`src/rtl/uart_cmd_frame_rx.sv`:
```
// UART command-frame receiver: 8N1 byte receiver feeding a START/payload/checksum/STOP framer.
// Accepted payloads appear on cmd_data with a cmd_valid pulse. Abandoned frames pulse frame_err.
module uart_cmd_frame_rx #(
    parameter int unsigned CLK_HZ        = 50000000,
    parameter int unsigned BAUD          = 115200,
    parameter logic [7:0]  START_BYTE    = 8'h0A,
    parameter logic [7:0]  STOP_BYTE     = 8'h08,
    parameter int unsigned PAYLOAD_LEN   = 1,
    parameter int unsigned CHECKSUM_EN   = 0,
    parameter int unsigned TIMEOUT_BYTES = 4
) (
    input  logic                     FCLK_CLK0_0,
    input  logic                     FCLK_RESET0_0,
    input  logic                     RxD,
    output logic [8*PAYLOAD_LEN-1:0] cmd_data,
    output logic                     cmd_valid,
    output logic                     frame_err,
    output logic [7:0]               err_cnt
);

    localparam int unsigned DIV     = CLK_HZ / BAUD;
    localparam int unsigned HALF    = DIV / 2;
    localparam int unsigned CNT_W   = (DIV > 2) ? $clog2(DIV) : 1;
    localparam int unsigned PL_W    = 8 * PAYLOAD_LEN;
    localparam int unsigned IDX_W   = (PAYLOAD_LEN > 1) ? $clog2(PAYLOAD_LEN) : 1;
    localparam int unsigned TO_CLKS = TIMEOUT_BYTES * 10 * DIV;
    localparam int unsigned TMR_W   = $clog2(TO_CLKS + 1);

    typedef enum logic [1:0] {RX_IDLE, RX_START, RX_DATA, RX_STOP} rx_state_e;
    typedef enum logic [1:0] {F_IDLE, F_PAYLOAD, F_CHK, F_TRAIL} frm_state_e;

    // Synchroniser plus one history flop for falling-edge detection
    logic rx_meta_q, rx_sync_q, rx_prev_q;

    always_ff @(posedge FCLK_CLK0_0 or posedge FCLK_RESET0_0) begin
        if (FCLK_RESET0_0) begin
            rx_meta_q <= 1'b1;
            rx_sync_q <= 1'b1;
            rx_prev_q <= 1'b1;
        end else begin
            rx_meta_q <= RxD;
            rx_sync_q <= rx_meta_q;
            rx_prev_q <= rx_sync_q;
        end
    end

    rx_state_e        rx_state_q, rx_state_d;
    logic [CNT_W-1:0] bit_cnt_q, bit_cnt_d;
    logic [2:0]       bit_idx_q, bit_idx_d;
    logic [7:0]       shift_q, shift_d;
    logic             byte_done_q, byte_done_d;
    logic             byte_ok_q, byte_ok_d;
    logic [7:0]       byte_q, byte_d;

    always_ff @(posedge FCLK_CLK0_0 or posedge FCLK_RESET0_0) begin
        if (FCLK_RESET0_0) begin
            rx_state_q  <= RX_IDLE;
            bit_cnt_q   <= '0;
            bit_idx_q   <= '0;
            shift_q     <= '0;
            byte_done_q <= 1'b0;
            byte_ok_q   <= 1'b0;
            byte_q      <= '0;
        end else begin
            rx_state_q  <= rx_state_d;
            bit_cnt_q   <= bit_cnt_d;
            bit_idx_q   <= bit_idx_d;
            shift_q     <= shift_d;
            byte_done_q <= byte_done_d;
            byte_ok_q   <= byte_ok_d;
            byte_q      <= byte_d;
        end
    end

    // Byte receiver: mid-bit sampling, counter reloads at every sample point
    always_comb begin
        rx_state_d  = rx_state_q;
        bit_cnt_d   = bit_cnt_q;
        bit_idx_d   = bit_idx_q;
        shift_d     = shift_q;
        byte_done_d = 1'b0;
        byte_ok_d   = byte_ok_q;
        byte_d      = byte_q;
        case (rx_state_q)
            RX_IDLE: begin
                if (rx_prev_q && !rx_sync_q) begin
                    rx_state_d = RX_START;
                    bit_cnt_d  = CNT_W'(HALF - 1);
                end
            end
            RX_START: begin
                if (bit_cnt_q == '0) begin
                    if (rx_sync_q) begin
                        rx_state_d = RX_IDLE;
                    end else begin
                        rx_state_d = RX_DATA;
                        bit_cnt_d  = CNT_W'(DIV - 1);
                        bit_idx_d  = '0;
                    end
                end else begin
                    bit_cnt_d = bit_cnt_q - CNT_W'(1);
                end
            end
            RX_DATA: begin
                if (bit_cnt_q == '0) begin
                    shift_d   = {rx_sync_q, shift_q[7:1]};
                    bit_cnt_d = CNT_W'(DIV - 1);
                    if (bit_idx_q == 3'd7) begin
                        rx_state_d = RX_STOP;
                    end else begin
                        bit_idx_d = bit_idx_q + 3'd1;
                    end
                end else begin
                    bit_cnt_d = bit_cnt_q - CNT_W'(1);
                end
            end
            RX_STOP: begin
                if (bit_cnt_q == '0) begin
                    byte_done_d = 1'b1;
                    byte_ok_d   = rx_sync_q;
                    byte_d      = shift_q;
                    rx_state_d  = RX_IDLE;
                end else begin
                    bit_cnt_d = bit_cnt_q - CNT_W'(1);
                end
            end
            default: rx_state_d = RX_IDLE;
        endcase
    end

    frm_state_e       frm_state_q, frm_state_d;
    logic [IDX_W-1:0] idx_q, idx_d;
    logic [7:0]       acc_q, acc_d;
    logic [PL_W-1:0]  shadow_q, shadow_d;
    logic [PL_W-1:0]  cmd_data_q, cmd_data_d;
    logic             cmd_valid_q, cmd_valid_d;
    logic             frame_err_q, frame_err_d;
    logic [7:0]       err_cnt_q, err_cnt_d;
    logic [TMR_W-1:0] tmr_q, tmr_d;
    logic             fail_c;

    always_ff @(posedge FCLK_CLK0_0 or posedge FCLK_RESET0_0) begin
        if (FCLK_RESET0_0) begin
            frm_state_q <= F_IDLE;
            idx_q       <= '0;
            acc_q       <= '0;
            shadow_q    <= '0;
            cmd_data_q  <= '0;
            cmd_valid_q <= 1'b0;
            frame_err_q <= 1'b0;
            err_cnt_q   <= '0;
            tmr_q       <= '0;
        end else begin
            frm_state_q <= frm_state_d;
            idx_q       <= idx_d;
            acc_q       <= acc_d;
            shadow_q    <= shadow_d;
            cmd_data_q  <= cmd_data_d;
            cmd_valid_q <= cmd_valid_d;
            frame_err_q <= frame_err_d;
            err_cnt_q   <= err_cnt_d;
            tmr_q       <= tmr_d;
        end
    end

    // Framer: one received byte or one timeout per cycle, so valid and error are exclusive
    always_comb begin
        frm_state_d = frm_state_q;
        idx_d       = idx_q;
        acc_d       = acc_q;
        shadow_d    = shadow_q;
        cmd_data_d  = cmd_data_q;
        cmd_valid_d = 1'b0;
        frame_err_d = 1'b0;
        err_cnt_d   = err_cnt_q;
        tmr_d       = tmr_q;
        fail_c      = 1'b0;
        if (frm_state_q == F_IDLE) begin
            tmr_d = '0;
            if (byte_done_q && byte_ok_q && (byte_q == START_BYTE)) begin
                idx_d       = '0;
                acc_d       = '0;
                frm_state_d = F_PAYLOAD;
            end
        end else if (byte_done_q) begin
            tmr_d = '0;
            if (!byte_ok_q) begin
                fail_c = 1'b1;
            end else begin
                case (frm_state_q)
                    F_PAYLOAD: begin
                        for (int unsigned i = 0; i < PAYLOAD_LEN; i++) begin
                            if (idx_q == IDX_W'(i)) shadow_d[8*i +: 8] = byte_q;
                        end
                        acc_d = acc_q ^ byte_q;
                        if (idx_q == IDX_W'(PAYLOAD_LEN - 1)) begin
                            frm_state_d = (CHECKSUM_EN != 0) ? F_CHK : F_TRAIL;
                        end else begin
                            idx_d = idx_q + IDX_W'(1);
                        end
                    end
                    F_CHK: begin
                        if (byte_q == acc_q) frm_state_d = F_TRAIL;
                        else                 fail_c      = 1'b1;
                    end
                    F_TRAIL: begin
                        if (byte_q == STOP_BYTE) begin
                            cmd_data_d  = shadow_q;
                            cmd_valid_d = 1'b1;
                            frm_state_d = F_IDLE;
                        end else begin
                            fail_c = 1'b1;
                        end
                    end
                    default: fail_c = 1'b1;
                endcase
            end
        end else if (tmr_q == TMR_W'(TO_CLKS - 1)) begin
            fail_c = 1'b1;
        end else begin
            tmr_d = tmr_q + TMR_W'(1);
        end
        if (fail_c) begin
            frame_err_d = 1'b1;
            frm_state_d = F_IDLE;
            if (err_cnt_q != 8'hFF) err_cnt_d = err_cnt_q + 8'd1;
        end
    end

    assign cmd_data  = cmd_data_q;
    assign cmd_valid = cmd_valid_q;
    assign frame_err = frame_err_q;
    assign err_cnt   = err_cnt_q;

endmodule

```
`config.mk`:
```
export PLATFORM = sky130hd
export DESIGN_NAME = uart_cmd_frame_rx
export DESIGN_NICKNAME = d
export VERILOG_FILES = /design/src/rtl/uart_cmd_frame_rx.sv
export SDC_FILE = /design/constraint.sdc
export NUM_CORES = 1
export LEC_CHECK = 0
export BUFFER_PORTS_ARGS = -buffer_cell sky130_fd_sc_hd__buf_4
export CORE_MARGIN = 4
export CORE_UTILIZATION = 40
export DETAILED_ROUTE_END_ITERATION = 7
export PLACE_DENSITY = 0.52
export SLEW_MARGIN = 20
export SYNTH_ARGS = -nofsm -noshare
export SYNTH_HDL_FRONTEND = slang
export SYNTH_SLANG_ARGS = --single-unit
```
`constraint.sdc`:
```
create_clock -name FCLK_CLK0_0 -period 2.7 [get_ports FCLK_CLK0_0]
set_input_delay 0.135 -clock FCLK_CLK0_0 [delete_from_list [all_inputs] [get_ports FCLK_CLK0_0]]
set_output_delay 0.135 -clock FCLK_CLK0_0 [all_outputs]
set_load 0.02 [all_outputs]
```
**After elaboration in Yosys (flattened, before gate mapping)**

Index checks and enable logic that the tools add are counted.

- Bitwise operators: 3
- $add $sub $neg: 5
- Reduce and logical (&&, ||, !) cells: 24
- Equal/unequal tests: 27
- Multiplexer cells: 56

Operators by type and width:

| kind | count |
|---|---|
| 15-bit two-way mux | 3 |
| 9-bit two-way mux | 5 |
| 8-bit two-way mux | 5 |
| 9-bit one-hot mux with 4 select lines | 1 |
| 2-bit two-way mux | 14 |
| 1-bit two-way mux | 20 |
| 5-bit AND reduction | 4 |
| 8-bit by 4-bit == test with 1-bit output, second input constant | 2 |
| 2-bit != test, second input constant | 8 |
| 15-bit by 1-bit adder with 15-bit output, second input constant | 1 |
| 15-bit == test, second input constant | 1 |
| 3-bit two-way mux | 4 |
| 4-bit != test, second input constant | 3 |
| 9-bit zero test | 1 |
| 9-bit by 1-bit subtractor with 9-bit output, second input constant | 1 |
| 8-bit by 1-bit adder with 8-bit output, second input constant | 1 |
| 2-bit == test, second input constant | 4 |
| 8-bit == test | 1 |
| 8-bit != test, second input constant | 1 |
| 2-bit one-hot mux with 4 select lines | 1 |
| 2-bit nonzero test | 4 |
| 8-bit XOR | 1 |
| 7-bit AND reduction | 1 |
| 3-bit != test, second input constant | 2 |
| other kinds (18) | 26 |

- Bits of input ports: 3
- Output and inout bits: 18
- Word-level logic and storage cells: 134
- Register bits after elaboration: 87

**Longest topological paths before layout**

Gate-level depths: netlist of run 1.

- Depth in word-level cells: 8
- Depth in mapped cells: 9
- Gate-level depth less buffers: 8

**Worst setup path before layout of run 1**

OpenSTA, ideal clock, no wires.

- Path type: register to register
- From: register tmr_q[10]
- To: register err_cnt_q[1], in the netlist err_cnt[1]
- Buffers on the path: 0
- Slack: 519 ps
- Period minus slack after synthesis: 2,181 ps
- Arrival: 2,055 ps
- Cell stages (with the launch flop): 7
- Library setup time: 125 ps
- Required time: 2,575 ps
- Cell sequence: dfrtp_1 > or4_4 > nor4_4 > nor2_2 > a211oi_4 > nand2_2 > mux2_4

- Word-level cells in the longest chain between the ends: 5

Ends and longest elaborated chain:

| item | RTL line | text |
|---|---|---|
| start, declared | 139 | `logic [TMR_W-1:0] tmr_q, tmr_d;` |
| start signal, assigned | 162 | `tmr_q <= tmr_d;` |
| 15-bit == test | 218 | `end else if (tmr_q == TMR_W'(TO_CLKS - 1)) begin` |
| 1-bit two-way mux | 218 |  |
| 1-bit two-way mux | 185 | `end else if (byte_done_q) begin` |
| 1-bit two-way mux | 178 | `if (frm_state_q == F_IDLE) begin` |
| named net fail_c | 140 | `logic fail_c;` |
| 2-bit AND reduction (no line) | -- |  |
| end signal, assigned | 161 | `err_cnt_q <= err_cnt_d;` |
| end, declared | 138 | `logic [7:0] err_cnt_q, err_cnt_d;` |

The timed path passes the listed nets, and every way through them passes these cells.
A chain may end at the register's enable or synchronous reset.

**Worst setup path in the final report of run 1**

- From: register bit_cnt_q[0]
- To: register bit_idx_q[2]

- Word-level cells in the longest chain between the ends: 3
- Elaborated cells on any way between the ends: 4
- Classes of those cells: eq/ne (2); reduce/logical (2)

Ends and longest elaborated chain:

| item | RTL line | text |
|---|---|---|
| start, declared | 48 | `logic [CNT_W-1:0] bit_cnt_q, bit_cnt_d;` |
| start signal, assigned | 66 | `bit_cnt_q <= bit_cnt_d;` |
| 9-bit zero test * | 92, 105 |  |
| 2-bit != test (no line) | -- |  |
| 5-bit AND reduction (no line) * | -- |  |
| end signal, assigned | 67 | `bit_idx_q <= bit_idx_d;` |
| end, declared | 49 | `logic [2:0] bit_idx_q, bit_idx_d;` |

Every way passes the cells marked *; elsewhere a longest branch is shown, timed or not.

==> results of run 1 <==
kinds of logic after synthesis:
family | synth area share, %
compound gates | 8.05
xor+xnor | 6.28
fa+ha+maj | 4.64
buf+inv | 1.95
flops | 53.3
mux | 5.32
simple gates | 20.4
worst paths after layout:
check / from / to / slack [ns] / depth (start not counted)
min in group asynchronous: FCLK_RESET0_0 / err_cnt[0]$_DFFE_PP0P_ / 0.42 / 4
setup / recovery: bit_cnt_q[0]$_DFFE_PP0P_ / bit_idx_q[2]$_DFFE_PP0P_ / 0.39 / 7
setup reg to reg: bit_cnt_q[0]$_DFFE_PP0P_ / bit_idx_q[2]$_DFFE_PP0P_ / 0.39 / 7
max in group asynchronous: FCLK_RESET0_0 / rx_prev_q$_DFF_PP1_ / 1.92 / 4
hold / removal: rx_meta_q$_DFF_PP1_ / rx_sync_q$_DFF_PP1_ / 0.36 / 0
hold reg to reg: rx_meta_q$_DFF_PP1_ / rx_sync_q$_DFF_PP1_ / 0.36 / 0
Yosys cell counts, types with 5 or more instances:
| cell | number |
|---|---|
| sky130_fd_sc_hd__mux2_2 | 16 |
| sky130_fd_sc_hd__nor2_1 | 37 |
| sky130_fd_sc_hd__o21ai_0 | 28 |
| sky130_fd_sc_hd__nor3_1 | 6 |
| sky130_fd_sc_hd__inv_1 | 13 |
| sky130_fd_sc_hd__a21oi_1 | 9 |
| sky130_fd_sc_hd__dfrtp_1 | 83 |
| sky130_fd_sc_hd__or2_2 | 5 |
| sky130_fd_sc_hd__xnor2_1 | 17 |
| sky130_fd_sc_hd__nand4_1 | 8 |
| sky130_fd_sc_hd__xor2_1 | 12 |
| sky130_fd_sc_hd__ha_1 | 15 |
| sky130_fd_sc_hd__clkbuf_1 | 7 |
| sky130_fd_sc_hd__nand3_1 | 24 |
| sky130_fd_sc_hd__and3_1 | 8 |
| sky130_fd_sc_hd__nand2_1 | 67 |
critical path: cells and delay by family, from the launching register on:
family	cells	cell delay, ns
buf+inv	1	0.07
simple gates	4	1.40
flops	1	0.41
fa+ha+maj	1	0.20
compound gates	1	0.17
flip-flops by register name, indices dropped and copies added (netlist names), named ones only:
name	flops
frm_state_q	2
rx_sync_q	1
rx_prev_q	1
cmd_data	8
byte_q	8
bit_cnt_q	9
rx_state_q	1
shadow_q	8
frame_err	1
shift_q	8
rx_meta_q	1
cmd_valid	1
acc_q	8
tmr_q	15
err_cnt	8
byte_done_q	1
byte_ok_q	1
bit_idx_q	3
per-layer routing:
metal	global-route usage (%)	vias to the layer above	share of wire, %
li1	-	1414	-
met1	20.1	1359	49
met2	21.9	45	46
met3	2.87	10	3.1
met4	5.41	0	1.6
met5	0	-	0
final cells by class:
| type | instances | area [sq um] |
|---|---|---|
| clock inverter | 6 | 71.3 |
| tap | 133 | 166 |
| inverter | 14 | 53.8 |
| clock buffer | 9 | 124 |
| fill | 990 | 5240 |
| multi-input combinational | 290 | 1810 |
| timing repair buffer | 25 | 205 |
| sequential | 86 | 2160 |
report_power, final:
part,total (mW),internal (mW),leakage (nW),switching [mW]
clock,0.907,0.429,0.0919,0.478
sequential,1.46,1.38,1.18,0.0800
combinational,0.687,0.264,0.916,0.423
total,3.05,2.07,2.18,0.981
layout by cell type, fill, tap and decap left out, drive strengths merged, types with 2 or more instances in the layout:
master / synthesis / routed
o21a: 2 / 2
xnor2: 17 / 17
a22o: 2 / 2
ha: 15 / 15
clkbuf: 7 / 9
buf: 0 / 23
o21ai: 29 / 29
nand2b: 3 / 3
nand3: 24 / 24
mux2i: 2 / 2
nor3: 6 / 6
nor2: 38 / 38
a21oi: 9 / 9
a211oi: 2 / 2
nor3b: 3 / 3
or2: 5 / 5
a32o: 2 / 2
a21o: 3 / 3
and3: 10 / 10
nand4: 8 / 8
xor2: 12 / 12
clkinvlp: 0 / 2
dlygate4sd3: 0 / 2
clkinv: 1 / 4
dfrtp: 83 / 83
dfstp: 3 / 3
inv: 13 / 13
nand2: 68 / 68
mux2: 17 / 17
nor4: 2 / 2
timing repair:
| item | 4_1_cts | 5_1_grt |
|---|---|---|
| hold endpoints to repair | 84 | 0 |
| endpoints found under the setup margin | 0 | 0 |
| hold buffers | 2 | 0 |
==> metrics list, run 1 <==
* Pin count of the biggest net entering global routing: 87
- Summing the sequential cell areas from Yosys gives between 50% and 60% of the chip area.
- TritonCTS built the clock tree.
- The clock drives 86 sinks.
- Max-cap viol count: 0
- After routing the design area is approximately 4600 sq um.
- P&R area growth vs syn: 13.4%
- Placed cell area: between 4000 and 5000 sq um
- Of all flip-flops after synthesis, the portion carrying an async set or reset was 100%.
- Setup repair after global routing left no endpoint under its margin.
* Final Skew: 0.0157 ns
* Delay of the slowest critical-path stage: around 0.42 ns
- VDD sags by at most approximately 240 uV.
- The clock reaches the later pin of the worst-skew pair after roughly 0.36 ns.
- The total overflow left after global routing is 0.
- Clock-pin slew was measured on the worst setup and hold paths at approximately 0.090 ns.
- STA puts the critical path data arrival time at about 2.6 ns.
* Slew @ Worst Pin: 0.633 ns
- In the final routed layout, each cell accounts on average for approximately 13 microns.
- The congestion estimate from routability-driven global placement came to around 0.76.
- Final cell count without fillers: 563
- Total setup violations reported at the end of the flow: 0
* I/O pin count: 21
- The number of clock buffers added by TritonCTS is 9.
- Fraction of layout instances using a drive strength above 1: between 10% and 20%
- Power density relative to cell area: 666 nW/um^2
- Total nets after synthesis: about 420
- Hold Crit Class: register to register
- Average instance area after synthesis: approximately 10 sq um
* Die X-Extent: about 110 microns
- Startpoint type of the worst setup path: register
* Final critical-path setup slack: 0.389 ns
* Final Hold Vio Count: 0
* Post-synth top area cell: sky130_fd_sc_hd__dfrtp_1
- First-pass GRT wire length: roughly 13000 microns
- The floorplan has 36 rows.
- Number of nets in the layout: between 400 and 500
- Max Fanout on Critical Path: 9
* Type of element capturing the critical path: register
- Once layout is complete, the utilization of the core stands at 46.7%.
- Die area: 11800 sq um
* Share of the synthesized area in the top cell type: a little over 50%
* Status: complete, no violations
- In this run the number of H-tree levels came out at 3.
- Count of routing violations after the opening detailed-route iteration: just under 90
- The cell count after synthesis came out at slightly below 400.
- Post-Place Setup Slack: 0.362 ns
- For this run, the detailed router's first-pass iteration total came to 4.
- Total negative slack: 0 ns
* Vias after detailed routing: approximately 2.8k
- Area of the mapped netlist: a little over 4000 sq um
- Via-per-instance ratio: about 5.0
- Worst Path Required: roughly 3.0 ns
* Maximum operating frequency: 433 MHz
* Vertical die dimension: 109 microns
- Yosys attributes the largest share of cell area to sky130_fd_sc_hd__dfrtp_1, sky130_fd_sc_hd__nand2_1, sky130_fd_sc_hd__ha_1.
- Core area: 9820 sq um
- Total track usage: about 14%
- The number of global-route vias before repair was between 2k and 3k.
* Portion of the clock cycle consumed by the worst path in the final layout: 85.6%
- Highest-delay cell along the critical path: sky130_fd_sc_hd__nor4b_1
* EDFF count, synth: 0
- In the routed design, unresolved DRC markers number 0.
* Largest buffer count on any clock path: 2
- The initial antenna violation count was 0.
- Starting density of the core: about two fifths
- Aggregate routed wire length: between 7000 and 8000 microns
- The worst path in the final design needs a cycle of about 2.3 ns, including I/O delays and setup.
- Leakage power: about 2.2 nW
- Unique cell type count in the Yosys netlist: 45
- # port buffers: 20
* N_diodes: 0
- The most used flip-flop cell after synthesis is sky130_fd_sc_hd__dfrtp_1.
* Antenna Violating Nets Remaining: 0
* Master cell of the clock root buffer: sky130_fd_sc_hd__clkbuf_8
* Headroom to the max-slew limit: between 50% and 60%
- Once detailed placement completed, the half-perimeter wirelength came to ~5200 microns.
* Post-synthesis sequential element count: 86
* Setup bufs post-CTS: 0
* Minimum hold slack: roughly 0.36 ns
- Critical path, cell by cell: inv_1 -> ha_1 -> nor4b_1 -> and3_1 -> nand2_1 -> nor3b_1 -> a22o_1
* Ys Warns: 0
- Overall power consumption after layout is estimated at 3.05 mW.
- Cell Count Post-Placement: 546
* PostCTS Resize Cnt: 0
- The critical path is of the register to register type.
- Pins over their slew limit: 0
(Power assumes the default switching activity.)
==> run 2: changes to the inputs <==
- BUFFER_PORTS_ARGS: -buffer_cell sky130_fd_sc_hd__buf_4 -> default
- DONT_BUFFER_PORTS: default -> 1
- PLACE_DENSITY: 0.52 -> 0.5
- SETUP_SLACK_MARGIN: default -> 0.15
==> run 2 against run 1 <==
Against the previous run:
- routed wire length up 0.81%
- core utilization down 0.79 points
- power up 8.6%
- critical path type unchanged
- largest power group unchanged
- highest routed layer unchanged
==> metrics list, run 2 (synthesized netlist as in run 1, its figures left out) <==
* Vias in the first global route: about 2.7k
- CTS clk-pin slew, worst paths: around 0.090 ns
* Hold_sp: RxD
* Hold Crit Class: primary input to register
- Antenna violations before repair: 0
- Dividing total power by cell area gives a power density of around 740 nW/um^2.
- Count of routing violations after the opening detailed-route iteration: 140
* Maximum operating frequency: approximately 450 MHz
- Measured on the finished design, the core utilization comes to ~46%.
- The first global-routing pass estimated ~13000 microns of wire.
- Wires add up to 7570 microns.
* Worst endpoint data arrival time: 2.48 ns
- Leakage power: about 2.1 nW
- In the final design database the tool counted ~420 nets.
- Starting density of the core: 41.2%
* Detailed Routing Iterations Pass 1: 4
- After legalization and detailed placement, the total HPWL measured 5280 microns.
- P&R area growth vs syn: 11.5%
* Vias after detailed routing: 2720
- Flip-flop count of the largest register, all copies and words added: 15
- In the global route stage, overall resource usage came out at 14.3%.
* Max-cap viol count: 0
- Headroom to the max-slew limit: between 50% and 60%
- Total setup violations reported at the end of the flow: 0
* CTS tree: built
- The worst path uses a little over 80% of the clock period.
* Final Hold Vio Count: 0
* DRC viols: 0
* Tmin final: around 2.2 ns
- Type of element capturing the critical path: register
- Final hold analysis gives a worst-case slack of between 0.3 and 0.4 ns.
- Pins over their slew limit: 0
- Final design area excluding fillers: around 4500 sq um
- Setup repair after global routing missed its margin: no
* Avg WL per Cell: between 10 and 15 microns
- For the worst-skew pair, the clock arrives at the later sink with an insertion delay of approximately 0.35 ns.
- STA puts the critical path data required time at 2.95 ns.
- Hold depth: 1
- Entering global routing, the biggest net connects 47 pins.
- Hold Path Sink: rx_meta_q$_DFF_PP1_
- Highest-delay cell along the critical path: sky130_fd_sc_hd__or4_4
- Vertical die dimension: between 100 and 150 microns
- The run finished with clean final reports.
- VDD sags by at most 298 uV.
* Die area: 11800 sq um
* Final Skew: around 0.0096 ns
- R2R depth: 6
- Delay of the slowest critical-path stage: between 0.5 and 0.6 ns
- Critical path buffers and inverters: 0
- Worst path top cell family by delay: simple AND/OR/NAND/NOR gates
- Largest buffer count on any clock path: 2
- Fraction of layout instances using a drive strength above 1: around an eighth
* Max Fanout on Critical Path: 9
- Startpoint of the worst-slack reg-to-reg timing path: tmr_q[10]$_DFFE_PP0P_
- The floorplan step defined a core boundary enclosing around 10000 sq um.
- Leftover overflow at the end of global routing: 0
- For flop-to-flop paths, the worst setup slack is 0.47 ns.
* Reg-to-reg critical path endpoint: err_cnt[1]$_DFFE_PP0P_
- H-tree levels: 3
- For the pin with the worst max-slew slack, the measured transition is 0.735 ns.
* Critical path, cell by cell: or4_4 -> nor4_4 -> nor2_2 -> a211oi_4 -> nand2_2 -> mux2_4
- 0 antenna diodes ended up in the layout.
- Die X-Extent: between 100 and 150 microns
- 21 I/O pins were placed.
* Number of clock sinks: 86
- The tree is rooted in a sky130_fd_sc_hd__clkbuf_8.
- Via-per-instance ratio: about 5
- Leading cell type in the layout, fill and taps excluded: sky130_fd_sc_hd__dfrtp_1
- In this run the cell area measured after placement is 4220 sq um.
- Number of buffers added by the clock tree synthesis step: 9
- Counting flops per register, the top entry is tmr_q.
* # port buffers: 0
- Antenna Violating Nets Remaining: 0
* Total negative slack: 0 ns
- Rows: 36
- In the layout the commonest cells are sky130_fd_sc_hd__dfrtp_1, sky130_fd_sc_hd__nand2_1, sky130_fd_sc_hd__nor2_1.
* Startpoint type of the worst setup path: register
- Crit Path Category: register to register
- Routability cong.: between 0.7 and 0.8
- Leading registers by flop count: tmr_q: 15 flops, bit_cnt_q: 9 flops
## run 2: cell count changes in the layout (fill, tap and decap cells not counted), sizes merged
cell      change
buf          -20
bufinv        +3
clkbuf        +1
clkinvlp      -2
inv           -1
## run 2: routing by layer
metal  vias up  GRT usage, %  wire, microns
met1      1295          18.8           3710
met2        33          22.9           3530
li1       1377             -              -
met3        15          3.22            209
met5         -             0              0
met4         0          5.41            127
## run 2: worst max-delay path by stage
stage	start	end	slack, ns	cells after the start
4_1_cts	bit_cnt_q[0]$_DFFE_PP0P_	bit_idx_q[1]$_DFFE_PP0P_	0.39	7
6_report	tmr_q[10]$_DFFE_PP0P_	err_cnt[1]$_DFFE_PP0P_	0.47	6
2_1_floorplan	FCLK_RESET0_0	async pin	0.35	1
3_5_place_dp	bit_cnt_q[0]$_DFFE_PP0P_	bit_idx_q[1]$_DFFE_PP0P_	0.42	7
5_1_grt	tmr_q[10]$_DFFE_PP0P_	err_cnt[1]$_DFFE_PP0P_	0.32	6
3_3_place_gp	tmr_q[10]$_DFFE_PP0P_	err_cnt[1]$_DFFE_PP0P_	0.46	6
## run 2: per-stage QoR
| stage | std cells | power [mW] | worst slack (ns) |
|---|---|---|---|
| detailed placement | 526 | 2.16 | 0.420 |
| global route | 544 | 3.53 | 0.317 |
| floorplan | 397 | 1.99 | 0.348 |
| global placement | 526 | 2.15 | 0.460 |
| CTS | 544 | 3.36 | 0.391 |
| finish | 544 | 3.31 | 0.469 |
## run 2: cell type report
cell class / instances / area (sq um)
multi-input cells: 290 / 1810
repair buffers: 5 / 55.1
flip-flops and latches: 86 / 2160
well taps: 133 / 166
fillers: 948 / 5310
clock buffers: 10 / 128
inverters: 14 / 53.8
clock inverters: 6 / 134
## run 2: power breakdown
| group | switching, mW | internal [mW] | leakage, nW |
|---|---|---|---|
| Sequential | 0.0815 | 1.38 | 1.18 |
| Clock | 0.468 | 0.709 | 0.130 |
| Combinational | 0.413 | 0.265 | 0.810 |
| Total | 0.962 | 2.35 | 2.12 |
## run 2: what timing repair did
action,in CTS,in global routing
buffers inserted,0,0
endpoints found under the setup margin,0,1
endpoints found under the hold margin,38,0
resized for setup,0,1
hold buffers,2,0
==> run 3: changes to the inputs <==
- clock period: 2.7 -> 2.1 ns (I/O delays scaled with it)
==> run 3 against run 2 <==
Against the previous run:
- critical path type unchanged
- via count increased by 7.6%
- first-iteration DRC count decreased by 20%
- non-clock buffer count increased by 33
==> metrics list, run 3 (synthesized netlist as in run 1, its figures left out) <==
* Type of element capturing the critical path: register
- The die covers ~12000 sq um.
* Flip-flop count of the largest register, all copies and words added: 15
- Placed wire-length estimate: approximately 5600 microns
* Detailed Routing Iterations Pass 1: 6
* Final Hold Vio Count: 0
- Using the TritonRoute via totals, the vias-per-cell ratio works out to approximately 5.
* Max-cap viol count: 0
- H-tree levels: 3
* Master cell of the clock root buffer: sky130_fd_sc_hd__clkbuf_8
* Vias after detailed routing: 2926
- I/O pin count: 21
- Total setup violations reported at the end of the flow: 0
* Max Fanout on Critical Path: 4
- The repair_antennas step left the layout with diodes totalling 0.
- Critical path, cell by cell: or4_4 -> nor4_4 -> nor2_2 -> a211oi_4 -> buf_4 -> nand3_1 -> xnor2_1
* Slew @ Worst Pin: around 0.55 ns
- Counting flops per register, the top entry is tmr_q.
- DRC viols: 0
- In the layout the commonest cells are sky130_fd_sc_hd__dfrtp_1, sky130_fd_sc_hd__nand2_1, sky130_fd_sc_hd__nor2_1.
- Setup repair after global routing could not meet its margin everywhere.
- The net count of the finished layout is approximately 460.
- Critical path depth in cells: 7
* Pins over their slew limit: 0
* Highest-delay cell along the critical path: sky130_fd_sc_hd__or4_4
- STA puts the critical path data arrival time at 2.24 ns.
* Headroom to the max-slew limit: between 60% and 70%
- Vias in the first global route: 2788
- # fillers: approximately 960
- The worst path uses 95.1% of the clock period.
* Leading cell type in the layout, fill and taps excluded: sky130_fd_sc_hd__dfrtp_1
- Fraction of layout instances using a drive strength above 1: a little under a quarter
* Area of the multi-input gates: between 1500 and 2000 sq um
- The worst register-to-register path has a depth of 7.
- Vertical die dimension: 109 microns
- For this run, the share of the core covered by cells in the final layout is 49.4%.
* Pin count of the biggest net entering global routing: 37
- The area growth from synthesis to layout is 20.0%.
* Total negative slack: 0 ns
* Minimum hold slack: around 0.28 ns
- Crit Path Category: register to register
* Critical path buffers and inverters: 1
- The largest registers in the layout are tmr_q: 15 flops, bit_cnt_q: 9 flops.
- The worst path in the final design needs a cycle of between 1.5 and 2 ns, including I/O delays and setup.
- Startpoint type of the worst setup path: register
* Number of buffers added by the clock tree synthesis step: 9
- Based on the critical path, the design can be clocked at up to between 500 and 600 MHz.
- Power density relative to cell area: around 900 nW/um^2
- Number of clock sinks: 86
* Worst IR Drop VDD: about 350 uV
- Die X-Extent: ~110 microns
* Routability cong.: between 0.7 and 0.8
- Across the whole layout, storage elements account for approximately 2200 sq um.
- Starting density of the core: approximately 40%
* Status: complete, no violations
* Avg WL per Cell: between 10 and 15 microns
* Antenna violations before repair: 0
- Leakage power: approximately 2.3 nW
* Antenna Violating Nets Remaining: 0
- Count of routing violations after the opening detailed-route iteration: ~110
* Clock latency on the worst-skew pair: ~0.35 ns
* Largest buffer count on any clock path: 2
- Summed over all layers, the global routing overflow is 0.
* Hold Crit Class: primary input to async pin
- For the final database, setup skew stands at ~0.011 ns.
* CTS tree: built
- Core area: 9820 sq um
- # port buffers: 0
- Global routing used 14.6% of the available tracks.
- Rows: 36
- For this run, the slowest stage of the critical path takes 0.54 ns.
- Aggregate routed wire length: just over 8000 microns
* Worst path top cell family by delay: simple AND/OR/NAND/NOR gates
* CTS clk-pin slew, worst paths: 0.09 ns
* First-pass GRT wire length: 13500 microns
- Data on the critical path is required at its endpoint by 2.34 ns.
## run 3: stage by stage
stage / cells / worst slack [ns] / power [mW] / cell area (sq um)
6_report: 577 / 0.103 / 4.35 / 4850
5_1_grt: 577 / 0.00747 / 4.63 / 4850
4_1_cts: 572 / 0.0998 / 4.28 / 4730
3_5_place_dp: 550 / 0.0402 / 2.88 / 4420
3_3_place_gp: 550 / 0.0706 / 2.87 / 4420
2_1_floorplan: 397 / -0.0251 / 2.57 / 4060
## run 3: worst paths after layout
path	from	endpoint	slack [ns]
min	FCLK_RESET0_0	err_cnt[3]$_DFFE_PP0P_	0.28
min in group FCLK_CLK0_0	RxD	rx_meta_q$_DFF_PP1_	0.31
min reg2reg	rx_meta_q$_DFF_PP1_	rx_sync_q$_DFF_PP1_	0.36
max reg2reg	tmr_q[10]$_DFFE_PP0P_	err_cnt[3]$_DFFE_PP0P_	0.10
max in group asynchronous	FCLK_RESET0_0	rx_prev_q$_DFF_PP1_	1.20
max	tmr_q[10]$_DFFE_PP0P_	err_cnt[3]$_DFFE_PP0P_	0.10
## run 3: layout make-up
class,count,share of cell area [%]
Tap cell,133,3.43
Clock buffer,12,3.20
Sequential cell,86,44.5
Inverter,14,1.16
Multi-Input combinational cell,290,39.6
Timing Repair Buffer,38,6.53
Clock inverter,4,1.60
## run 3: repair_timing
action | in CTS | in global routing
hold buffers | 2 | 0
buffers inserted | 4 | 3
endpoints found under the setup margin | 27 | 38
gates resized for setup | 7 | 23
hold endpoints to repair | 22 | 0
cloned | 0 | 2
pin swaps | 0 | 1
## run 3: power breakdown
part	switching [mW]	total (mW)	internal [mW]	leakage (nW)
sequential	0.111	1.88	1.77	1.18
combinational	0.638	1.13	0.497	0.991
clock	0.594	1.34	0.743	0.117
total	1.34	4.35	3.01	2.28
## run 3: layer usage
metal	vias to the layer above	share of wire (%)	global-route usage, %
li1	1443	-	-
met1	1443	49	19.6
met2	31	47	23.7
met3	9	2.4	3.22
met4	0	1.2	4.60
met5	-	0	0
